<file path="src/rtl/matmul_ctrl.sv">
// Tile-loop sequencer for the systolic-array address/operand datapath.
// Optional build macro: MATMUL_CTRL_ACC_SKIP_EN (skip RD_OUT on i==0 tiles, clear via acc_clr in WR_OUT).
//
// state    | meaning
// IDLE     | waiting for start, checks arguments
// BASE     | latch tile base addresses
// LOADW    | four weight-lane reads
// RD_IN    | four input-lane reads (h < M)
// RD_OUT   | four partial-result reads (h >= 4)
// WR_OUT   | four partial-result writes (h >= 4)
// DONE     | one-cycle job completion
module matmul_ctrl (
  input  logic       clk,
  input  logic       rst,
  input  logic       start,
  input  logic [8:0] M,
  input  logic [8:0] N,
  input  logic [8:0] K,
  input  logic       stall,
  output logic       i_cnt,
  output logic       j_cnt,
  output logic       h_cnt,
  output logic [6:0] i_value,
  output logic [6:0] j_value,
  output logic [6:0] h_value,
  output logic       base_cal,
  output logic [1:0] sel_addr,
  output logic [1:0] off,
  output logic [1:0] w_sel,
  output logic [1:0] i_sel,
  output logic [1:0] fpo_sel,
  output logic       mem_en,
  output logic       mem_we,
  output logic       acc_clr,
  output logic       busy,
  output logic       done,
  output logic       err
);

`ifdef MATMUL_CTRL_ACC_SKIP_EN
  localparam logic ACC_SKIP = 1'b1;
`else
  localparam logic ACC_SKIP = 1'b0;
`endif

  typedef enum logic [2:0] {
    S_IDLE, S_BASE, S_LOADW, S_RD_IN, S_RD_OUT, S_WR_OUT, S_DONE
  } state_t;

  state_t     state, nxt_state;
  logic [1:0] nxt_off;
  logic [6:0] nxt_h, nxt_i, nxt_j;
  logic [6:0] m_q, nt_q, kt_q;
  logic       nxt_hc, nxt_ic, nxt_jc, nxt_err, load_args, h_done, skip_rd, legal;
  logic       base_cal_q, mem_en_q, mem_we_q, h_cnt_q, i_cnt_q, j_cnt_q, done_q;

  assign legal = (M != 9'd0) && (M[1:0] == 2'b00) && (M <= 9'd120) &&
                 (N != 9'd0) && (N[1:0] == 2'b00) &&
                 (K != 9'd0) && (K[1:0] == 2'b00);
  assign skip_rd = ACC_SKIP && (i_value == 7'd0);

  always_comb begin
    nxt_state = state;
    nxt_off   = off;
    nxt_h     = h_value;
    nxt_i     = i_value;
    nxt_j     = j_value;
    nxt_hc    = 1'b0;
    nxt_ic    = 1'b0;
    nxt_jc    = 1'b0;
    nxt_err   = 1'b0;
    load_args = 1'b0;
    h_done    = 1'b0;
    case (state)
      S_IDLE: if (start) begin
        if (legal) begin
          nxt_state = S_BASE;
          load_args = 1'b1;
          nxt_off   = 2'd0;
          nxt_h     = 7'd0;
          nxt_i     = 7'd0;
          nxt_j     = 7'd0;
        end else begin
          nxt_err = 1'b1;
        end
      end
      S_BASE: begin
        nxt_state = S_LOADW;
        nxt_off   = 2'd0;
      end
      S_LOADW: begin
        nxt_off = off + 2'd1;
        if (off == 2'd3) nxt_state = S_RD_IN;
      end
      S_RD_IN: begin
        nxt_off = off + 2'd1;
        if (off == 2'd3) begin
          if (h_value >= 7'd4) nxt_state = skip_rd ? S_WR_OUT : S_RD_OUT;
          else h_done = 1'b1;
        end
      end
      S_RD_OUT: begin
        nxt_off = off + 2'd1;
        if (off == 2'd3) nxt_state = S_WR_OUT;
      end
      S_WR_OUT: begin
        nxt_off = off + 2'd1;
        if (off == 2'd3) h_done = 1'b1;
      end
      S_DONE: nxt_state = S_IDLE;
      default: nxt_state = S_IDLE;
    endcase

    // End of one h step; the tile/NEXT bookkeeping costs no extra cycle.
    if (h_done) begin
      nxt_off = 2'd0;
      if (h_value == m_q + 7'd3) begin
        nxt_h     = 7'd0;
        nxt_ic    = 1'b1;
        nxt_state = S_BASE;
        if (i_value == nt_q - 7'd1) begin
          nxt_i  = 7'd0;
          nxt_jc = 1'b1;
          if (j_value == kt_q - 7'd1) begin
            nxt_j     = 7'd0;
            nxt_state = S_DONE;
          end else begin
            nxt_j = j_value + 7'd1;
          end
        end else begin
          nxt_i = i_value + 7'd1;
        end
      end else begin
        nxt_h = h_value + 7'd1;
        if ((h_value + 7'd1) < m_q) nxt_state = S_RD_IN;
        else nxt_state = skip_rd ? S_WR_OUT : S_RD_OUT;
      end
    end

    // h_cnt marks the final cycle of the current h step.
    nxt_hc = (nxt_off == 2'd3) &&
             ((nxt_state == S_WR_OUT) || ((nxt_state == S_RD_IN) && (nxt_h < 7'd4)));
  end

  always_ff @(posedge clk) begin
    if (rst) begin
      state      <= S_IDLE;
      off        <= 2'd0;
      h_value    <= 7'd0;
      i_value    <= 7'd0;
      j_value    <= 7'd0;
      m_q        <= 7'd0;
      nt_q       <= 7'd0;
      kt_q       <= 7'd0;
      h_cnt_q    <= 1'b0;
      i_cnt_q    <= 1'b0;
      j_cnt_q    <= 1'b0;
      err        <= 1'b0;
      done_q     <= 1'b0;
      base_cal_q <= 1'b0;
      busy       <= 1'b0;
      mem_en_q   <= 1'b0;
      mem_we_q   <= 1'b0;
      sel_addr   <= 2'b00;
      w_sel      <= 2'd0;
      i_sel      <= 2'd0;
      fpo_sel    <= 2'd0;
      acc_clr    <= 1'b0;
    end else if (!(stall && state != S_IDLE)) begin
      state      <= nxt_state;
      off        <= nxt_off;
      h_value    <= nxt_h;
      i_value    <= nxt_i;
      j_value    <= nxt_j;
      if (load_args) begin
        m_q  <= M[6:0];
        nt_q <= N[8:2];
        kt_q <= K[8:2];
      end
      h_cnt_q    <= nxt_hc;
      i_cnt_q    <= nxt_ic;
      j_cnt_q    <= nxt_jc;
      err        <= nxt_err;
      done_q     <= (nxt_state == S_DONE);
      base_cal_q <= (nxt_state == S_BASE);
      busy       <= (nxt_state == S_BASE) || (nxt_state == S_LOADW) || (nxt_state == S_RD_IN) ||
                    (nxt_state == S_RD_OUT) || (nxt_state == S_WR_OUT);
      mem_en_q   <= (nxt_state == S_LOADW) || (nxt_state == S_RD_IN) ||
                    (nxt_state == S_RD_OUT) || (nxt_state == S_WR_OUT);
      mem_we_q   <= (nxt_state == S_WR_OUT);
      sel_addr   <= (nxt_state == S_RD_IN) ? 2'b01 :
                    ((nxt_state == S_RD_OUT) || (nxt_state == S_WR_OUT)) ? 2'b10 : 2'b00;
      w_sel      <= (nxt_state == S_LOADW) ? nxt_off : 2'd0;
      i_sel      <= (nxt_state == S_RD_IN) ? nxt_off : 2'd0;
      fpo_sel    <= ((nxt_state == S_RD_OUT) || (nxt_state == S_WR_OUT)) ? nxt_off : 2'd0;
      acc_clr    <= (nxt_i == 7'd0) &&
                    (ACC_SKIP ? (nxt_state == S_WR_OUT) : (nxt_state == S_RD_OUT));
    end
  end

  // A presented operation stays registered through a stall and is masked until it can issue.
  assign base_cal = base_cal_q & ~stall;
  assign mem_en   = mem_en_q & ~stall;
  assign mem_we   = mem_we_q & ~stall;
  assign h_cnt    = h_cnt_q & ~stall;
  assign i_cnt    = i_cnt_q & ~stall;
  assign j_cnt    = j_cnt_q & ~stall;
  assign done     = done_q & ~stall;

endmodule

</file>
<file path="config.mk">
export PLATFORM = sky130hd
export DESIGN_NAME = matmul_ctrl
export DESIGN_NICKNAME = d
export VERILOG_FILES = /design/src/rtl/matmul_ctrl.sv
export SDC_FILE = /design/constraint.sdc
export NUM_CORES = 1
export LEC_CHECK = 0
export ABC_AREA = 1
export CORE_MARGIN = 2
export CORE_UTILIZATION = 27
export CTS_CLUSTER_SIZE = 16
export DETAILED_ROUTE_END_ITERATION = 8
export GPL_TIMING_DRIVEN = 0
export PLACE_DENSITY_LB_ADDON = 0.2
export SLEW_MARGIN = 5
export SYNTH_ARGS = -nofsm -noshare
export SYNTH_HDL_FRONTEND = slang
export SYNTH_SLANG_ARGS = --single-unit
</file>
<file path="constraint.sdc">
create_clock -name clk -period 4.15 [get_ports clk]
set_clock_uncertainty 0.05 [all_clocks]
set_input_delay 0.6225 -clock clk [delete_from_list [all_inputs] [get_ports clk]]
set_output_delay 0.6225 -clock clk [all_outputs]
set_load 0.01 [all_outputs]
</file>
==> impl_metrics.json, run 1 <==
{
  "status": "completed",
  "rsz0062_at_grt": "false",
  "cp.required_ns": 4.39,
  "fin_setup_tns_ns": 0,
  "final_hold_viol_count": 0,
  "post-route-period-util_pct": 66.4,
  "whs_path_depth": 2,
  "netlist_top_cells_area": "dfxtp_1 (28%), nand2_1 (15%), inv_1 (7.9%)",
  "ant_nets": 0,
  "port_buffers": 71,
  "die_h_um": 134,
  "clk_pin_slew_ns": 0.06,
  "cts_setup_buffers": 0,
  "power_density_nw_per_um2": 258,
  "grt_pass1_wl_um": 23300,
  "grt.total_usage_pct": 16.5,
  "startpoint": "h_value[1]",
  "cts_tree": "built",
  "cts_resized": 0,
  "drt_iter0_markers": 301,
  "crit_arrival_ns": 3.00,
  "wl_per_cell_um": 13.6,
  "finalMaxSlewViolations": 0,
  "clock-sinks": 65,
  "hold_path_end": "m_q[1]",
  "std_cell_rows": 47,
  "p_leak_nw": 2.56,
  "setup_viol": 0,
  "cts-root-buf": "clkbuf_16",
  "clock_latency_ns": 0.35,
  "worstReg2RegEnd": "busy",
  "cp_max_fo": 7,
  "rr_worst_depth": 16,
  "hold_slack_ns": 0.410,
  "cp_slowest_cell": "dfxtp_1",
  "max_freq_ghz": 0.363,
  "end_kind": "flip-flop",
  "cpMostUsedCell": "nor2_1",
  "yosys_warnings": 0,
  "drc": 0,
  "synth.avg_cell_area_um2": 6.26,
  "areaGrowthSynthToFinish_pct": 28.3,
  "finalPower_mw": 1.51,
  "p_comb_share_pct": 5.3,
  "fin_area_um2": 5860,
  "final_layout_size_suffix_gt1_share_pct": 7.34,
  "wl_um": 14100,
  "viasPerCell": 4.57,
  "place_area_um2": 5550,
  "min_path_type": "reg -> reg",
  "worstPathCellList": "ha_1 -> nand3_1 -> nor2_1 -> nand2_1 -> xor2_1 -> inv_1 -> ha_1 -> a21oi_1 -> nand3_1 -> nand2_2 -> nand3_2 -> o21ai_2 -> nand2_1 -> a21oi_1 -> nor2_1 -> nor2_1",
  "syn_area_um2": 4570,
  "cp-start-kind": "flip-flop",
  "hold_start": "m_q[1]",
  "ys_seq_area_share_pct": 28.5,
  "antenna_found_initial": 0,
  "ys_types": 38,
  "fillers": 1851,
  "worst_pin_slew_ns": 0.734,
  "p_clk_share_pct": 53.1,
  "switching_power_mw": 0.370,
  "p_sw_share_pct": 24.5,
  "max_slew_margin_pct": 51.1,
  "htreeDepth": 3,
  "final_common_cell": "nand2_1",
  "reg2reg_slack_ns": 1.39,
  "stdcell_count": 1037,
  "antenna_cells": 0,
  "ys_ff_latch": 65,
  "gp_congestion": 0.806,
  "nets": 858,
  "start_util_pct": 27.5,
  "yosysTopAreaCellShare_pct": 28.5,
  "core_area_um2": 16600,
  "synth_cells": 730,
  "path_class": "reg -> reg",
  "gr-total-overflow": 0,
  "vias": 4735,
  "period_minus_slack_ns": 2.76,
  "grt_pass1_vias": 4614,
  "rr_startpoint": "h_value[1]",
  "ios": 72,
  "die_w_um": 134,
  "place_inst": 1021,
  "max_stage_delay_ns": 0.48,
  "ir_worst_vdd_mv": 0.175,
  "drt_pass1_iterations": 5,
  "p_int_mw": 1.14,
  "yosysTopAreaCell": "dfxtp_1",
  "pwr-share-seq_pct": 41.5,
  "grt_max_degree": 15,
  "cts_inserted_buffers": 9,
  "post-dp-hpwl_um": 10800,
  "cap_violations": 0,
  "dieArea_um2": 18000,
  "most-common-layout-cells": "nand2_1 (187), inv_1 (96), nor2_1 (75), clkdlybuf4s50_1 (71), nand3_1 (70)",
  "synthesis.nets": 776,
  "max-clock-path-buffers": 2,
  "hold_buffers": 0
}
cell usage after synthesis:
library cell  count
a21oi_1          60
xor2_1           16
nor2_1           75
or2_2             1
buf_6             2
nor4_4            1
buf_4             2
buf_1             1
o22ai_1           1
o21ai_2           1
inv_2             6
o21ai_0          37
nand4_1          15
dfxtp_1          65
nand2_2           2
inv_1            96
nand3_2           7
o211ai_1          3
nor3_1            5
o21bai_1          4
a21oi_2           1
clkbuf_1         15
clkbuf_2          1
buf_2             2
nand3b_1          6
ha_1             15
nor2_4            5
a31oi_2           1
o21a_1            1
nand2_4           3
nor3_2            1
xnor2_1           9
nand2_1         187
nand3_1          70
a211oi_1          1
clkinv_1          2
nor2_2            8
o21ai_1           2
worst max-delay path by stage:
stage | end | slack (ns) | cells past startpoint
after CTS | base_cal | 1.39 | 4
after detailed placement | h_value[0] | 1.18 | 14
final | busy | 1.39 | 16
after global routing | busy | 1.11 | 16
after floorplan | acc_clr | 1.75 | 17
after global placement | h_value[0] | 1.16 | 14
critical path, delay by kind of cell, from the launching register on:
family          cells  cell delay (ns)
simple gates        9             0.89
fa+ha+maj           2             0.56
flops               1             0.48
compound gates      3             0.46
xor+xnor            1             0.15
buf+inv             1             0.10
state kept, by name, indices dropped and copies added (netlist names), 3 cells and up:
| name | flops |
|---|---|
| h_value | 7 |
| i_value | 7 |
| j_value | 7 |
| kt_q | 7 |
| m_q | 7 |
| nt_q | 7 |
| state | 3 |
per-stage QoR:
step,utilization (%),setup WS [ns]
finish,35.3,1.39
global route,35.3,1.11
CTS,35.3,1.39
detailed placement,33.5,1.18
global placement,33.5,1.16
floorplan,-,1.75
cell families after synthesis:
| group | share of synthesized area [%] |
|---|---|
| and+or+nand+nor | 38.5 |
| buffers and inverters | 11.0 |
| AOI/OAI and AO/OA | 13.1 |
| DFF | 28.5 |
| xor gates and xnor gates | 4.79 |
| adders and majority gates | 4.11 |
routing by layer:
metal	track usage, %	up-vias	part of all wire [%]
met5	0	-	0
met4	3.68	0	0.96
met3	3.78	9	3.9
met2	27.5	81	46
met1	21.8	2135	49
li1	-	2510	-
power groups by stage:
stage / clock network (mW) / registers [mW] / logic [mW]
after floorplan: 0 / 0.641 / 0.0314
after global routing: 0.844 / 0.627 / 0.0900
after detailed placement: 0 / 0.641 / 0.0808
after CTS: 0.819 / 0.627 / 0.0810
final: 0.802 / 0.627 / 0.0806
after global placement: 0 / 0.641 / 0.0810
final cells by class:
type,instances,area [µm²],area share [%]
sequential,65,1300,22.2
inverter,104,390,6.66
timing repair buffer,71,711,12.1
buffer,23,113,1.92
clock inverter,7,81.3,1.39
multi-input combinational,538,2760,47.2
clock buffer,9,225,3.84
tap,220,275,4.70
No activity file was read; power rests on OpenSTA's default activity.
==> run 2: changes to the inputs <==
clock period = 2.3 ns   (was 4.15 ns; I/O delays follow)
==> run 2 against run 1 <==
The run now ends with negative setup slack left. Cell count increased by 1.9%. Highest routed layer unchanged. Worst hold slack got worse by 0.0020 ns. Largest cell class unchanged. Setup slack got worse by 1.6 ns. Non-clock buffer count increased by 20. Utilization increased by 3.0 points. Largest power group unchanged. Sequential power increased by 80%. Sequential cell count unchanged. Sequential share of layout area decreased by 1.4 points.
==> impl_metrics.json, run 2 (synthesis results as in run 1) <==
{
  "status": "complete, but fails checks",
  "violations": "negative setup slack",
  "grt_pass1_wl_um": 23600,
  "grt_max_degree": 14,
  "gp_congestion": 0.811,
  "crit_arrival_ns": 2.71,
  "cap_violations": 0,
  "clk_pin_slew_ns": 0.06,
  "fin_setup_tns_ns": -1.93,
  "max_slew_margin_pct": 46.4,
  "grt.total_usage_pct": 16.6,
  "nets": 878,
  "rr_startpoint": "h_value[1]",
  "grt_pass1_vias": 4665,
  "wl_met3_um": 669,
  "rr_worst_depth": 14,
  "max_freq_ghz": 0.403,
  "cp_max_fo": 6,
  "viasPerCell": 4.58,
  "ant_nets": 0,
  "gr-total-overflow": 0,
  "utilization_pct": 38.3,
  "clock-sinks": 65,
  "path_class": "reg -> reg",
  "fillers": 1805,
  "cts-root-buf": "clkbuf_16",
  "worst_pin_slew_ns": 0.804,
  "hold_slack_ns": 0.408,
  "final_common_cell": "nand2_1",
  "drt_iter0_markers": 227,
  "setup_viol": 18,
  "core_area_um2": 16600,
  "dr.max_layer_used": "met4",
  "hold_buffers": 0,
  "start_util_pct": 27.5,
  "hold_start": "kt_q[6]",
  "wl_um": 14400,
  "ios": 72,
  "place_area_um2": 5560,
  "final_layout_size_suffix_gt1_share_pct": 18.2,
  "max-clock-path-buffers": 2,
  "period_minus_slack_ns": 2.48,
  "finalMaxSlewViolations": 0,
  "areaGrowthSynthToFinish_pct": 39.1,
  "cp.required_ns": 2.53,
  "setup_ws_ns": -0.183,
  "pre_cts_ws_ns": -0.402,
  "rsz0062_at_grt": "true",
  "vias": 4843,
  "die_w_um": 134,
  "p_leak_nw": 2.71,
  "port_buffers": 71,
  "met1_length_um": 6890,
  "ir_worst_vdd_mv": 0.332,
  "post-dp-hpwl_um": 10800,
  "die_h_um": 134,
  "min_path_type": "reg -> reg",
  "post-route-period-util_pct": 108,
  "fin_area_um2": 6350,
  "reg2reg_slack_ns": -0.18,
  "whs_path_depth": 2,
  "power_density_nw_per_um2": 428,
  "multi_input_area_um2": 3050,
  "seqCellArea_um2": 1320,
  "clock_latency_ns": 0.35,
  "wl_met2_um": 6660,
  "antenna_cells": 0,
  "cts_inserted_buffers": 9,
  "wl_per_cell_um": 13.6,
  "cts_tree": "built",
  "worstReg2RegEnd": "w_sel[0]",
  "hold_path_end": "kt_q[6]",
  "antenna_found_initial": 0,
  "most-common-layout-cells": "nand2_1 (178), inv_1 (85), clkdlybuf4s50_1 (70), nand3_1 (63), nor2_1 (61)",
  "cp-start-kind": "flip-flop",
  "htreeDepth": 3,
  "drt_pass1_iterations": 5,
  "std_cell_rows": 47,
  "final_hold_viol_count": 0,
  "end_kind": "flip-flop",
  "dieArea_um2": 18000,
  "drc": 0
}
run 2: cell count changes in the layout (fill, tap and decap cells not counted), moves of 9 or more:
cell / before / now
buf_4: 2 / 20
nand2_2: 2 / 11
nor2_1: 75 / 61
nand2_1: 187 / 178
dfxtp_1: 65 / 56
inv_1: 96 / 85
nor2_2: 8 / 17
run 2: final cells by class:
class / count / share of cell area [%]
buffer: 23 / 1.89
multi-input combinational: 538 / 48.0
clock buffer: 10 / 3.76
sequential: 65 / 20.8
tap: 220 / 4.33
inverter: 104 / 6.32
timing repair buffer: 91 / 13.8
clock inverter: 6 / 1.16
run 2: repair_timing:
action | CTS | global route
pin swaps | 13 | 28
setup buffers | 9 | 11
gates resized for setup | 38 | 61
endpoints found under the setup margin | 32 | 58
run 2: layer usage:
layer | GRT usage [%] | vias up
li1 | - | 2546
met1 | 21.8 | 2194
met2 | 28.0 | 95
met3 | 3.63 | 8
met4 | 3.80 | 0
met5 | 0 | -
run 2: how the worst max path moves through the flow:
stage / startpoint / end / slack [ns] / cells after the start
floorplan: h_value[0] / acc_clr / 0.004 / 17
global placement: M[0] / h_value[0] / -0.41 / 14
detailed placement: M[0] / h_value[0] / -0.40 / 14
CTS: h_value[1] / fpo_sel[1] / -0.13 / 17
global route: h_value[0] / mem_we_q / -0.38 / 17
finish: h_value[1] / w_sel[0] / -0.18 / 14
run 2: through the flow:
step                power [mW]  std cells
CTS                       2.74       1046
global route              2.82       1057
detailed placement        1.30       1021
finish                    2.72       1057
global placement          1.30       1021
floorplan                 1.21        730
run 2: critical path, cell delays in order (launching register included):
cell and delay (ns):
dfxtp_4 0.36, ha_4 0.18, nand3_4 0.09, xor2_2 0.17
inv_2 0.06, ha_1 0.30, a21oi_2 0.13, nand3b_1 0.13
nand3_2 0.11, nand2_2 0.14, nand3_4 0.13, o21ai_4 0.15
buf_4 0.18, nand3_1 0.08, a21oi_1 0.16
run 2: power breakdown:
part | leakage, nW | switching (mW) | internal [mW]
logic | 2.03 | 0.0784 | 0.0723
clock network | 0.154 | 0.559 | 0.881
registers | 0.529 | 0.00293 | 1.12
total | 2.71 | 0.640 | 2.08
